**src/rtl/fetch_unit_pkg.sv**
```systemverilog
// rtl/fetch_unit_pkg.sv - shared fetch-stage types, defaults and halt opcode
package fetch_unit_pkg;

  localparam int DATA_W_DEF = 16;
  localparam int ADDR_W_DEF = 16;
  localparam int QDEPTH_DEF = 4;
  localparam logic [3:0] HLT_OP_DEF = 4'hF;

  typedef enum logic [2:0] {
    ST_IDLE,
    ST_WAIT,
    ST_DROP,
    ST_STOP,
    ST_HALT
  } fetch_state_e;

endpackage

```
**src/rtl/fetch_queue.sv**
```systemverilog
// rtl/fetch_queue.sv - synchronous FIFO with flush, used as the fetched-instruction queue
module fetch_queue #(
  parameter int WIDTH = 32,
  parameter int DEPTH = 4
) (
  input  logic                     clk,
  input  logic                     rst_n,
  input  logic                     flush,
  input  logic                     push,
  input  logic [WIDTH-1:0]         push_data,
  input  logic                     pop,
  output logic [WIDTH-1:0]         pop_data,
  output logic [$clog2(DEPTH):0]   count,
  output logic                     full,
  output logic                     empty
);

  localparam int PTR_W = $clog2(DEPTH);
  localparam int CNT_W = PTR_W + 1;

  logic [WIDTH-1:0] mem [DEPTH];
  logic [PTR_W-1:0] wr_ptr;
  logic [PTR_W-1:0] rd_ptr;
  logic             do_push;
  logic             do_pop;

  assign full    = (count == CNT_W'(DEPTH));
  assign empty   = (count == '0);
  assign do_push = push & ~full;
  assign do_pop  = pop & ~empty;
  // Head reads as zero when empty so consumers never see stale entries
  assign pop_data = empty ? '0 : mem[rd_ptr];

  always_ff @(posedge clk or negedge rst_n) begin
    if (!rst_n) begin
      wr_ptr <= '0;
      rd_ptr <= '0;
      count  <= '0;
    end else if (flush) begin
      wr_ptr <= '0;
      rd_ptr <= '0;
      count  <= '0;
    end else begin
      if (do_push) wr_ptr <= wr_ptr + PTR_W'(1);
      if (do_pop)  rd_ptr <= rd_ptr + PTR_W'(1);
      case ({do_push, do_pop})
        2'b10:   count <= count + CNT_W'(1);
        2'b01:   count <= count - CNT_W'(1);
        default: count <= count;
      endcase
    end
  end

  always_ff @(posedge clk) begin
    if (do_push && !flush) mem[wr_ptr] <= push_data;
  end

endmodule

```
**src/rtl/fetch_unit.sv**
```systemverilog
// rtl/fetch_unit.sv - instruction fetch FSM feeding a registered instruction queue
module fetch_unit
  import fetch_unit_pkg::*;
#(
  parameter int              DATA_W   = DATA_W_DEF,
  parameter int              ADDR_W   = ADDR_W_DEF,
  parameter int              QDEPTH   = QDEPTH_DEF,
  parameter logic [ADDR_W-1:0] RESET_PC = '0,
  parameter logic [3:0]      HLT_OP   = HLT_OP_DEF
) (
  input  logic              clk,
  input  logic              rst_n,
  output logic              imem_req,
  output logic [ADDR_W-1:0] imem_addr,
  input  logic              imem_ack,
  input  logic [DATA_W-1:0] imem_rdata,
  input  logic              redirect,
  input  logic [ADDR_W-1:0] redirect_pc,
  output logic              inst_valid,
  output logic [DATA_W-1:0] inst,
  output logic [ADDR_W-1:0] inst_pc,
  input  logic              inst_ready,
  output logic              hlt,
  output logic [ADDR_W-1:0] pc
);

  localparam int ENT_W = ADDR_W + DATA_W;
  localparam int CNT_W = $clog2(QDEPTH) + 1;

  fetch_state_e      state, state_nxt;
  logic [ADDR_W-1:0] pc_nxt;
  logic [ADDR_W-1:0] req_addr, req_addr_nxt;
  logic              q_push, q_pop, q_flush, q_full, q_empty;
  logic [CNT_W-1:0]  q_count;
  logic [ENT_W-1:0]  q_head;
  logic              is_hlt;

  assign is_hlt = (imem_rdata[DATA_W-1 -: 4] == HLT_OP);

  always_comb begin
    state_nxt    = state;
    pc_nxt       = pc;
    req_addr_nxt = req_addr;
    q_push       = 1'b0;
    q_flush      = 1'b0;
    case (state)
      ST_IDLE: begin
        if (redirect) begin
          q_flush = 1'b1;
          pc_nxt  = redirect_pc;
        end else if (!q_full) begin
          state_nxt    = ST_WAIT;
          req_addr_nxt = pc;
        end
      end
      ST_WAIT: begin
        if (redirect) begin
          q_flush   = 1'b1;
          pc_nxt    = redirect_pc;
          state_nxt = imem_ack ? ST_IDLE : ST_DROP;
        end else if (imem_ack) begin
          q_push    = 1'b1;
          pc_nxt    = pc + ADDR_W'(2);
          state_nxt = is_hlt ? ST_STOP : ST_IDLE;
        end
      end
      ST_DROP: begin
        // The stale request stays on the bus until its response drains
        if (redirect) begin
          q_flush = 1'b1;
          pc_nxt  = redirect_pc;
        end
        if (imem_ack) state_nxt = ST_IDLE;
      end
      ST_STOP: begin
        if (redirect) begin
          q_flush   = 1'b1;
          pc_nxt    = redirect_pc;
          state_nxt = ST_IDLE;
        end else if (q_pop && q_count == CNT_W'(1)) begin
          // Nothing is pushed after the halt entry, so the last pop is that entry
          state_nxt = ST_HALT;
        end
      end
      ST_HALT: begin
        state_nxt = ST_HALT;
      end
      default: state_nxt = ST_IDLE;
    endcase
  end

  always_ff @(posedge clk or negedge rst_n) begin
    if (!rst_n) begin
      state    <= ST_IDLE;
      pc       <= RESET_PC;
      req_addr <= RESET_PC;
    end else begin
      state    <= state_nxt;
      pc       <= pc_nxt;
      req_addr <= req_addr_nxt;
    end
  end

  assign imem_req   = (state == ST_WAIT) || (state == ST_DROP);
  assign imem_addr  = req_addr;
  assign hlt        = (state == ST_HALT);
  assign inst_valid = ~q_empty;
  assign q_pop      = inst_valid & inst_ready;
  assign inst_pc    = q_head[ENT_W-1:DATA_W];
  assign inst       = q_head[DATA_W-1:0];

  fetch_queue #(
    .WIDTH(ENT_W),
    .DEPTH(QDEPTH)
  ) u_queue (
    .clk      (clk),
    .rst_n    (rst_n),
    .flush    (q_flush),
    .push     (q_push),
    .push_data({pc, imem_rdata}),
    .pop      (q_pop),
    .pop_data (q_head),
    .count    (q_count),
    .full     (q_full),
    .empty    (q_empty)
  );

endmodule
```
**config.mk**
```make
export PLATFORM = sky130hd
export DESIGN_NAME = fetch_unit
export DESIGN_NICKNAME = d
export VERILOG_FILES = /design/src/rtl/fetch_unit_pkg.sv /design/src/rtl/fetch_queue.sv /design/src/rtl/fetch_unit.sv
export SDC_FILE = /design/constraint.sdc
export NUM_CORES = 1
export LEC_CHECK = 0
export ABC_AREA = 1
export BUFFER_PORTS_ARGS = -buffer_cell sky130_fd_sc_hd__buf_2
export CORE_MARGIN = 1.5
export CORE_UTILIZATION = 35
export DETAILED_ROUTE_END_ITERATION = 16
export PLACE_DENSITY = 0.5
export SLEW_MARGIN = 0
export SYNTH_ARGS = -nofsm -noshare
export SYNTH_HDL_FRONTEND = slang
export SYNTH_SLANG_ARGS = --single-unit
```
**constraint.sdc**
```tcl
create_clock -name clk -period 3.5 [get_ports clk]
set_input_delay 0.525 -clock clk [delete_from_list [all_inputs] [get_ports clk]]
set_output_delay 0.525 -clock clk [all_outputs]
set_load 0.01 [all_outputs]
```
==> results.md <==
- Run status: finished clean
- Part of the cycle the worst path needs: between 70% and 80%
- Post-DP HPWL: 10900 um
- Overall global routing resource usage: between 10% and 20%
- Initial antenna violation count: 0
- Row cnt: 52
- CP max FO: 36
- Setup CP Type: flip-flop to output port
- Startpoint of the worst-slack reg-to-reg timing path: u_queue.count[0]$_DFFE_PN0P_
- Horizontal extent of the die: 147 um
- Last weighted congestion value of the routability-driven placer: roughly 0.85
- Via density per instance: roughly 4.8
- Core box area: approximately 20000 um^2
- Highest clock frequency the design can meet: 371 MHz
- Clock buffers created by TritonCTS: 17
- Commonest cells after routing, fill and taps aside: nor2_1, edfxtp_1, buf_2
- Final setup viols: 0
- VDD IR-drop max: 386 uV
- Overall power of the completed layout: approximately 7.0 mW
- Slew margin rel.: a little over a quarter
- Area enclosed by the die boundary: around 22000 um^2
- Cell type contributing the most total cell area after synthesis: edfxtp_1
- Number of H-tree branching levels: 4
- Kind of end point of the critical path: output port
- Vertical die dimension: roughly 150 um
- Unrepaired setup endpoints after global routing: false
- Synthesized instance count: approximately 700
- Iteration-0 DRC count of the detailed router: ~350
- Area added between synthesis and finish: 19.4%
- Port Buf Inserts: between 100 and 150
- Layout cell share with drive strength beyond 1: between 20% and 30%
- Count of unresolved DRC violations after routing: 0
- Pin count of the biggest net entering global routing: 66
- Tightest Pin Transition: 1.09 ns
- Power per Cell Area: just over 800 nW/um^2
- Clock Skew: a little under 0.009 ns
- Clock tree from TritonCTS: built
- Depth of the most critical reg-to-reg path: 8
- Number of nets produced by synthesis: 743
- Post-synth design cell area: ~7300 um^2
- Biggest cell delay along the critical path: approximately 0.42 ns
- Leakage power of the design: roughly 3.4 nW
- Worst hold path class: input pin to asynchronous set/reset pin
- Critical path required time: slightly below 3 ns
- Total gr overflow: 0
- Setup Fix Bufs, Post-CTS: 0
- Resized Gates After CTS: 0
- Fin. max-slew vios: 0
- Slowest stage cell on the critical path: inv_2
- Buffer levels on the longest clock path: 2
- Leading cell types by total area after synthesis: edfxtp_1, dfrtp_1, nor2_1
- Setup crit start kind: flip-flop
- Finished Core Util: 42.9%
- Number of hold violations in the final report: 0
- Global-route wire length before repair: about 28000 um
- Most common cell after layout, fill and taps aside: nor2_1
- Sum of negative setup slack: 0 ns
- CP cell instances: inv_2, buf_4, o21ai_0, a21oi_1, buf_2
- Antenna diode count: 0
- Minimum clock period after layout: 2.70 ns
- Number of nets in the final layout: 842
- Final routed wire length divided by cell count: ~16 um
- Initial core utilization: 35.9%
- CTS root buf: clkbuf_16
- Max capacitance violation total: 0
- Arrival time at the worst endpoint: ~2.2 ns
- DRT antenna net count: 0
- Proportion of netlist area held by the largest area contributor: between 50% and 60%
- Reg2Reg Setup Slack: approximately 1.2 ns
- Most used flip-flop cell after synthesis: edfxtp_1
- Post-synthesis sequential area ratio: about two thirds
- Total vias in the final route: slightly above 5000
- Post-synthesis cell type count: 29
- Drt first pass iters: 5
- Number of synthesized flops with an enable pin: approximately 130
- RR Endpoint: u_queue.mem[1][5]$_DFFE_PP_
- Count of clock tree sinks: 170
- Post-CTS Hold Buffers: 0
- Yosys reg bits: 170
- Clock latency reported for the late side of the worst-skew pair: 0.42 ns
- # IOs: ~100
- Wirelength, routed: about 17000 um
- Fillers: slightly below 2000
- Post-CTS clock slew at the launch and capture registers of the worst setup and hold paths: roughly 0.06 ns
- Number of global-route vias before repair: slightly above 5000
- Yosys warnings: 0
- Share of synthesized flip-flops with an asynchronous set or reset: 24.7%
- Mean cell area of the mapped netlist: about 10 um^2
sequential cells by signal, summed over array words and instances, names as in the netlist:
name and flops:
u_queue.wr_ptr 2, u_queue.rd_ptr 2, u_queue.mem 128, state 3, pc 16, u_queue.count 3, imem_addr 16
layout make-up:
type / count / area [um^2] / area share [%]
Tap cell: 270 / 338 / 3.88
Multi-Input combinational cell: 456 / 2140 / 24.6
Timing Repair Buffer: 112 / 608 / 6.99
Sequential cell: 170 / 4900 / 56.3
Clock buffer: 23 / 478 / 5.49
Inverter: 39 / 146 / 1.68
Clock inverter: 9 / 96.3 / 1.11
through the flow:
step	hold WS (ns)	cells	area, um^2	setup slack [ns]
detailed placement	0.519	1047	8120	1.17
finish	0.259	1079	8700	0.803
global route	0.301	1079	8700	0.606
floorplan	0.229	697	7280	0.692
global placement	0.508	1047	8120	1.21
CTS	0.280	1079	8700	0.708
power breakdown:
group	switching (mW)	total [mW]	internal [mW]	leakage [nW]
Sequential	0.323	2.85	2.53	1.65
Clock	0.716	1.81	1.10	0.284
Combinational	1.56	2.36	0.795	1.50
Total	2.60	7.02	4.42	3.43
how the worst max path moves through the flow:
| stage | from | endpoint |
|---|---|---|
| 2_1_floorplan | u_queue.count[0]$_DFFE_PN0P_ | u_queue.mem[0][0]$_DFFE_PP_ |
| 3_3_place_gp | redirect | u_queue.mem[1][1]$_DFFE_PP_ |
| 3_5_place_dp | u_queue.rd_ptr[0]$_DFFE_PN0P_ | inst_pc[5] |
| 4_1_cts | u_queue.rd_ptr[0]$_DFFE_PN0P_ | inst_pc[5] |
| 5_1_grt | u_queue.rd_ptr[0]$_DFFE_PN0P_ | inst_pc[5] |
| 6_report | u_queue.rd_ptr[0]$_DFFE_PN0P_ | inst_pc[5] |
cells in the mapped netlist, types with 3 or more instances:
cell type  number
clkbuf_1       17
inv_2           6
o211ai_1        3
buf_2          13
o21ai_1        17
o21ai_0        64
edfxtp_1      128
xnor2_1         3
a21oi_1        51
nand3_1        21
nand4_1         5
o22ai_1         4
nor3_1          4
inv_1          32
ha_1            9
nand2_1        72
nor2_1        189
dfrtp_1        42
layer usage:
layer,up-vias,wire (um),global-route usage (%)
li1,2560,-,-
met1,2446,7930,22.1
met2,151,8270,27.2
met3,11,936,4.57
met4,0,136,4.60
met5,-,0,0
cells by family after synthesis:
family | after synthesis | synth area share (%)
buffers and inverters | 71 | 3.98
XOR/XNOR | 5 | 0.601
flip-flops | 170 | 67.2
AO/OA/AOI/OAI | 140 | 9.84
AND/OR/NAND/NOR | 302 | 16.8
adder cells (fa/ha/maj) | 9 | 1.55
worst max-delay path: cells and delay by family, from the launching register on:
kind                   cells  cell delay [ns]
buffers and inverters      3             0.99
DFF                        1             0.40
AOI/OAI and AO/OA          2             0.37
No activity file was read; power rests on OpenSTA's default activity.
